<file path="src/rtl/sseg_pkg.sv">
// Shared constants, FSM state type and anode decode for the seven-segment scan driver.
// Latency: n/a (declarations only).
// Backpressure: n/a (declarations only).
package sseg_pkg;

  localparam logic [7:0] SEG_BLANK  = 8'hFF;
  localparam logic [3:0] AN_OFF     = 4'b1111;
  localparam int         NUM_DIGITS = 4;

  typedef enum logic {
    ST_BLANK = 1'b0,
    ST_ON    = 1'b1
  } state_e;

  // Digit index to active-low one-hot anode enable.
  function automatic logic [3:0] an_onehot(input logic [1:0] idx);
    an_onehot = ~(4'b0001 << idx);
  endfunction

endpackage

</file>
<file path="src/rtl/sseg_slot_timer.sv">
// Slot/blank cycle counter: counts up to the selected limit, flags terminal count, reloads zero.
// Latency: tc_o is combinational from the counter register; the counter restarts on the tc edge.
// Backpressure: none; free-running whenever out of reset.
module sseg_slot_timer #(
  parameter int SLOT_CYCLES  = 50000,
  parameter int BLANK_CYCLES = 500,
  parameter int CNT_W        = 16
) (
  input  logic clk,
  input  logic reset,
  input  logic sel_slot_i,
  output logic tc_o
);

  // A zero-length blank phase collapses to a single-cycle limit so the reset-time
  // BLANK state still exits on the first edge.
  localparam logic [CNT_W-1:0] SLOT_LAST  = CNT_W'(SLOT_CYCLES - 1);
  localparam logic [CNT_W-1:0] BLANK_LAST = (BLANK_CYCLES == 0) ? '0 : CNT_W'(BLANK_CYCLES - 1);

  logic [CNT_W-1:0] cnt_q;
  logic [CNT_W-1:0] cnt_d;
  logic [CNT_W-1:0] limit;

  // Terminal-count compare and next count; the counter never passes its limit.
  always_comb begin
    limit = sel_slot_i ? SLOT_LAST : BLANK_LAST;
    tc_o  = (cnt_q == limit);
    cnt_d = tc_o ? '0 : cnt_q + 1'b1;
  end

  // Counter register.
  always_ff @(posedge clk or posedge reset) begin
    if (reset) begin
      cnt_q <= '0;
    end else begin
      cnt_q <= cnt_d;
    end
  end

endmodule

</file>
<file path="src/rtl/sseg_scan_driver.sv">
// Four-digit common-anode seven-segment scanner with inter-digit blanking and per-frame capture.
// Latency: an/sseg/frame_tick are registered and change on the same edge as the FSM state.
// Backpressure: none; inputs are sampled once per frame, changes in between are ignored.
// Optional PWM dimming is compiled in with SSEG_BRIGHTNESS_EN.
module sseg_scan_driver
  import sseg_pkg::*;
#(
  parameter int SLOT_CYCLES  = 50000,
  parameter int BLANK_CYCLES = 500
) (
  input  logic       clk,
  input  logic       reset,
`ifdef SSEG_BRIGHTNESS_EN
  input  logic [3:0] brightness,
`endif
  input  logic [7:0] dig_0,
  input  logic [7:0] dig_1,
  input  logic [7:0] dig_2,
  input  logic [7:0] dig_3,
  output logic [3:0] an,
  output logic [7:0] sseg,
  output logic       frame_tick
);

  localparam int MAX_CYCLES = (SLOT_CYCLES > BLANK_CYCLES) ? SLOT_CYCLES : BLANK_CYCLES;
  localparam int CNT_W      = $clog2(MAX_CYCLES + 1);

  state_e     state_q, state_d;
  logic [1:0] idx_q, idx_d;
  logic [7:0] shadow_q [NUM_DIGITS];
  logic [7:0] shadow_d [NUM_DIGITS];
  logic [7:0] dig_w    [NUM_DIGITS];
  logic [3:0] an_q, an_d;
  logic [7:0] sseg_q, sseg_d;
  logic       tick_q, tick_d;
  logic       tc;
  logic       enter_on;
  logic       capture;
`ifdef SSEG_BRIGHTNESS_EN
  logic [3:0] pwm_q, pwm_d;
  logic [3:0] bright_q, bright_d;
`endif

  assign dig_w[0] = dig_0;
  assign dig_w[1] = dig_1;
  assign dig_w[2] = dig_2;
  assign dig_w[3] = dig_3;

  sseg_slot_timer #(
    .SLOT_CYCLES  (SLOT_CYCLES),
    .BLANK_CYCLES (BLANK_CYCLES),
    .CNT_W        (CNT_W)
  ) u_timer (
    .clk        (clk),
    .reset      (reset),
    .sel_slot_i (state_q == ST_ON),
    .tc_o       (tc)
  );

  // Next state and digit index; ON->ON counts as entering ON when blanking is disabled.
  always_comb begin
    state_d  = state_q;
    idx_d    = idx_q;
    enter_on = 1'b0;
    case (state_q)
      ST_BLANK: begin
        if (tc) begin
          state_d  = ST_ON;
          enter_on = 1'b1;
        end
      end
      ST_ON: begin
        if (tc) begin
          idx_d = idx_q + 2'd1;
          if (BLANK_CYCLES == 0) begin
            state_d  = ST_ON;
            enter_on = 1'b1;
          end else begin
            state_d = ST_BLANK;
          end
        end
      end
      default: state_d = ST_BLANK;
    endcase
  end

  // Frame capture and output decode; sseg reads the post-capture shadow so digit 0 never shows a stale frame.
  always_comb begin
    capture = enter_on && (idx_d == 2'd0);
    for (int i = 0; i < NUM_DIGITS; i++) begin
      shadow_d[i] = capture ? dig_w[i] : shadow_q[i];
    end
    tick_d = capture;
    an_d   = AN_OFF;
    sseg_d = SEG_BLANK;
    if (state_d == ST_ON) begin
      an_d   = an_onehot(idx_d);
      sseg_d = shadow_d[idx_d];
    end
`ifdef SSEG_BRIGHTNESS_EN
    // Gate against the pwm value the register will hold, so the lit window tracks pwm_q exactly.
    pwm_d    = pwm_q + 4'd1;
    bright_d = capture ? brightness : bright_q;
    if ((state_d == ST_ON) && (pwm_d > bright_d)) begin
      an_d = AN_OFF;
    end
`endif
  end

  // FSM, index, frame shadows and registered outputs.
  always_ff @(posedge clk or posedge reset) begin
    if (reset) begin
      state_q <= ST_BLANK;
      idx_q   <= 2'd0;
      an_q    <= AN_OFF;
      sseg_q  <= SEG_BLANK;
      tick_q  <= 1'b0;
      for (int i = 0; i < NUM_DIGITS; i++) begin
        shadow_q[i] <= SEG_BLANK;
      end
`ifdef SSEG_BRIGHTNESS_EN
      pwm_q    <= 4'd0;
      bright_q <= 4'hF;
`endif
    end else begin
      state_q <= state_d;
      idx_q   <= idx_d;
      an_q    <= an_d;
      sseg_q  <= sseg_d;
      tick_q  <= tick_d;
      for (int i = 0; i < NUM_DIGITS; i++) begin
        shadow_q[i] <= shadow_d[i];
      end
`ifdef SSEG_BRIGHTNESS_EN
      pwm_q    <= pwm_d;
      bright_q <= bright_d;
`endif
    end
  end

  assign an         = an_q;
  assign sseg       = sseg_q;
  assign frame_tick = tick_q;

endmodule

</file>
<file path="config.mk">
export PLATFORM = sky130hd
export DESIGN_NAME = sseg_scan_driver
export DESIGN_NICKNAME = d
export VERILOG_FILES = /design/src/rtl/sseg_pkg.sv /design/src/rtl/sseg_slot_timer.sv /design/src/rtl/sseg_scan_driver.sv
export SDC_FILE = /design/constraint.sdc
export NUM_CORES = 1
export LEC_CHECK = 0
export CAP_MARGIN = 40
export CORE_ASPECT_RATIO = 1.1
export CORE_UTILIZATION = 54
export DETAILED_ROUTE_END_ITERATION = 16
export GPL_ROUTABILITY_DRIVEN = 0
export PLACE_DENSITY_LB_ADDON = 0.12
export SKIP_LAST_GASP = 1
export SLEW_MARGIN = 20
export SYNTH_ARGS = -nofsm -noshare
export SYNTH_HDL_FRONTEND = slang
export SYNTH_SLANG_ARGS = --single-unit
</file>
<file path="constraint.sdc">
create_clock -name clk -period 4.15 [get_ports clk]
set_clock_uncertainty 0.05 [all_clocks]
set_input_delay 0.415 -clock clk [delete_from_list [all_inputs] [get_ports clk]]
set_output_delay 0.415 -clock clk [all_outputs]
set_load 0.01 [all_outputs]
</file>
# Yosys cells after proc, flatten, opt, wreduce, memory -nomap -nowiden
# Cells that the tools add are included.
# totals
output_inout_bits	13
ff_bits	64
input_bits	34
word_cells	37
# classes
muxes	17
n_reduce_logical	2
addsub	2
n_lt_le_gt_ge	1
n_shift	1
bitwise_logic	3
eq_ne	1
# op_table
operator	count
2-to-1 mux 8 bit	7
2-to-1 mux 16 bit	2
adder 16 x 1 -> 16 bit (second input constant)	1
binary-select mux 8 bit (select 2 bit)	1
== test 16 bit	1
2-to-1 mux 2 bit	2
2-to-1 mux 4 bit	1
inverter 4 bit	1
left shift 1 x 2 -> 4 bit (first input constant)	1
greater-or-equal comparator 3 bit (second input constant)	1
2-to-1 mux 1 bit	3
inverter 2 -> 3 bit	1
adder 2 x 1 -> 2 bit (second input constant)	1
logical NOT 2 bit	1
one-hot mux 1 bit (2 select lines)	1
logical AND 1 bit	1
inverter 1 bit	1

# Longest topological paths before layout
# depth
ltp_word	11
depth_mapped	12
mapped_depth_nobuf	10

# Cells and area by module
# A second synthesis with hierarchy kept.
# unflattened
cells_unflattened	242
area_unflattened_um2	3136.8
# by_module_without_submodules
module	area_each_um2	seq_area_each_um2	instances	cells_per_inst
sseg_scan_driver	2344.7	1256.2	1	162
sseg_slot_timer	792.0	400.4	1	80

# Least setup slack after synthesis
# No wires, ideal clock.
# synth_path
kind	flip-flop to flip-flop
start	register u_timer.cnt_q[3]
end	register shadow_q[14] (netlist bit)
slack_ns	0.574
arrival_ns	3.444
path_stages_with_launch	12
period_less_slack_ns	3.576
setup_time_ns	0.082
required_ns	4.018
n_path_buf	3
cell_sequence	dfrtp_1 or4_1 or4_4 a221oi_1 clkbuf_1 ha_1 buf_6 inv_1 nor3_1 mux2i_2 buf_6 mux2_4
# synth_rtl
item	line	text
from (decl)	sseg_slot_timer.sv:20	logic [CNT_W-1:0] cnt_q;
from (signal assigned)	sseg_slot_timer.sv:36	cnt_q <= cnt_d;
to (signal, indexed assignment)	sseg_scan_driver.sv:132	shadow_q[i] <= shadow_d[i];
to (decl)	sseg_scan_driver.sv:30	logic [7:0] shadow_q [NUM_DIGITS];

==> impl_metrics.env <==
export IMPL_yosysSeqAreaShare_pct=51.1
export IMPL_dieArea_um2=6320
export IMPL_ys_ff_latch=64
export IMPL_relSlewSlack_pct=64.4
export IMPL_placement_io_buffers=46
export IMPL_dp_cells=377
export IMPL_wl_per_cell_um=15.7
export IMPL_synthToLayoutAreaGrowth_pct=22.9
export IMPL_reg2reg_slack_ns=0.64
export IMPL_dp_slack_ns=0.639
export IMPL_antenna_found_initial=0
export IMPL_hold_viol=0
export IMPL_setup_violations=0
export IMPL_fill_cells=426
export IMPL_timing_rr_start="u_timer.cnt_q[3]$_DFF_PP0_"
export IMPL_worstPathRequired_ns=4.37
export IMPL_start_kind="flop"
export IMPL_synth_area_um2=3240
export IMPL_startpoint="u_timer.cnt_q[3]$_DFF_PP0_"
export IMPL_cts_buffers=9
export IMPL_multi_input_comb_area_um2=1480
export IMPL_rsz0062_at_grt="false"
export IMPL_worstMarginPinSlew_ns=0.523
export IMPL_syn_instance_count=261
export IMPL_via_count=2155
export IMPL_maxSlewViolCount=0
export IMPL_async_flop_share_pct=100
export IMPL_r2r_cells=10
export IMPL_finalWirelength_mm=6.19
export IMPL_post_route_drc_count=0
export IMPL_core_um2=5770
export IMPL_cts_root_buf="clkbuf_8"
export IMPL_layout_cells_non_filler=395
export IMPL_worst_r2r_endpoint="shadow_q[13]$_DFF_PP1_"
export IMPL_ant_nets=0
export IMPL_cts_resized=0
export IMPL_drtIter0Drc=83
export IMPL_netlist_top_cells_area="dfstp_2 (36%), dfrtp_1 (15%), mux2_2 (14%), mux2i_1 (4.0%), mux4_2 (2.8%)"
export IMPL_vias_per_cell=5.46
export IMPL_grt_pass1_wl_mm=10.7
export IMPL_hold_slack_ns=0.210
export IMPL_synth_top_cell_area_share_pct=35.6
export IMPL_hold_class="input pin to asynchronous set/reset pin"
export IMPL_drt_pass1_iterations=7
export IMPL_die_y_um=83.3
export IMPL_cts_sinks=64
export IMPL_ir_drop_mv=0.266
export IMPL_period_share_pct=84.6
export IMPL_hpwl_mm=4.29
export IMPL_tns_ns=0
export IMPL_postLayoutSetupSlackWorst_ns=0.639
export IMPL_die_w_um=75.9
export IMPL_cp_max_fo=18
export IMPL_insertion_delay_ns=0.34
export IMPL_synth_ff_type="dfstp_2"
export IMPL_outcome="finished clean"
export IMPL_syn_area_per_cell_um2=12.4
export IMPL_synth_edf_count=0
export IMPL_initial_core_util_pct=56.2
export IMPL_grt_pass1_vias=2260
export IMPL_cts_hold_fix_buffers=0
export IMPL_nets=349
export IMPL_max_cap_violations=0
export IMPL_cp_end_kind="flop"
export IMPL_cts_max_path_buffers=2
export IMPL_total_power_mw=1.18
export IMPL_rows=29
export IMPL_power_leakage_nw=1.61
export IMPL_cp_arrival_ns=3.73
export IMPL_p_per_area_nw_per_um2=295
export IMPL_boundaryPins=47
export IMPL_ys_warn_count=0
export IMPL_path_class="flop to flop"
export IMPL_grt_usage_pct=22.1
export IMPL_syn_num_nets=297
export IMPL_grt_max_degree=40
export IMPL_cts_clk_slew_worst_paths_ns=0.07
export IMPL_cts_tree="built"
export IMPL_drive_gt1_share_pct=37.7
export IMPL_synth_cell_types=43
export IMPL_htree_levels=3
export IMPL_synth_area_leader_cell="dfstp_2"
export IMPL_final_min_clock_period_ns=3.51
export IMPL_cts_setup_buffers=0
export IMPL_grt_overflow=0
export IMPL_register_area_um2=1660
export IMPL_fmax_mhz=285
export IMPL_diodes=0
-- synthesized netlist by cell type (2+ instances only) --
cell      number
dfstp_2       44
mux2_2        39
nor2_1        22
dfrtp_1       20
mux2i_1       13
nand2_1        9
nand3_1        8
o21ai_0        8
nand2b_1       7
nor2b_1        7
xor2_1         7
a211oi_1       6
a22oi_1        6
clkbuf_1       6
xnor2_1        6
and3_1         4
buf_6          4
inv_1          4
mux4_2         4
buf_4          3
nand4_1        3
or3_1          3
a211oi_4       2
a21oi_1        2
a311o_1        2
and2_1         2
ha_1           2
inv_2          2
or4_1          2
-- logic make-up (layout without fill, tap and decap cells) --
family | count (synthesis) | count (layout) | synth area share [%]
DFF | 64 | 64 | 51.1
xor gates and xnor gates | 14 | 14 | 4.36
adders and majority gates | 2 | 2 | 0.771
buffers and inverters | 20 | 77 | 3.59
AOI/OAI and AO/OA | 28 | 28 | 6.67
and+or+nand+nor | 75 | 75 | 12.3
muxes | 58 | 58 | 21.2
-- worst max-delay path: stages, from the launching register on --
cell      delay, ns
dfrtp_1        0.44
or4_1          0.53
or4_4          0.54
a221oi_1       0.39
ha_1           0.24
inv_1          0.07
nor3_1         0.31
mux2i_4        0.23
buf_16         0.21
buf_4          0.16
mux2_2         0.27
-- layer usage --
layer	share of wire (%)	track usage [%]	vias up	wire length [um]
met2	51	38.1	45	3180
met5	0	0	-	0
li1	-	-	1032	-
met4	1.8	9.27	0	112
met1	43	25.9	1067	2670
met3	3.7	6.15	11	231
-- sequential cells by signal, summed over array words and instances, names as in the netlist --
register	cells
idx_q	2
shadow_q	32
frame_tick	1
u_timer.cnt_q	16
an	4
state_q	1
sseg	8
-- metrics by stage --
stage,instance area (um^2),util (%)
after CTS,3950,68.5
final,3990,69.1
after global routing,3990,69.1
after detailed placement,3800,65.8
after global placement,3750,65.1
after floorplan,3240,-
-- cells in the final DEF, fill, tap and decap left out, drive strengths merged, types with 6 or more instances in the layout --
cell type	n
clkdlybuf4s50	46
clkbuf	11
nand2	9
inv	6
dfstp	44
buf	9
a22oi	6
mux2i	14
nand2b	7
o21ai	8
nor2	22
nor2b	7
xnor2	6
xor2	8
nand3	8
a211oi	8
mux2	40
dfrtp	20
-- cell type report --
type	instances	area share, %
clock buffers	11	3.30
clock inverters	5	0.596
inverters	6	0.565
multi-input cells	177	37.1
flip-flops and latches	64	41.6
well taps	77	2.42
repair buffers	55	14.4
-- power by group --
group          leakage [nW]  switching, mW  internal, mW
logic                 0.799         0.0271        0.0500
clock network        0.0843          0.228         0.211
registers             0.728        0.00910         0.653
total                  1.61          0.264         0.914
-- how the worst max path moves through the flow --
stage	end	slack, ns	cells after the start
after floorplan	shadow_q[14]$_DFF_PP1_	0.57	11
after CTS	shadow_q[13]$_DFF_PP1_	0.63	10
after global placement	shadow_q[22]$_DFF_PP1_	0.68	9
after global routing	shadow_q[5]$_DFF_PP1_	0.45	10
after detailed placement	shadow_q[13]$_DFF_PP1_	0.64	10
final	shadow_q[13]$_DFF_PP1_	0.64	10
Power figures use the tool's default switching activity.
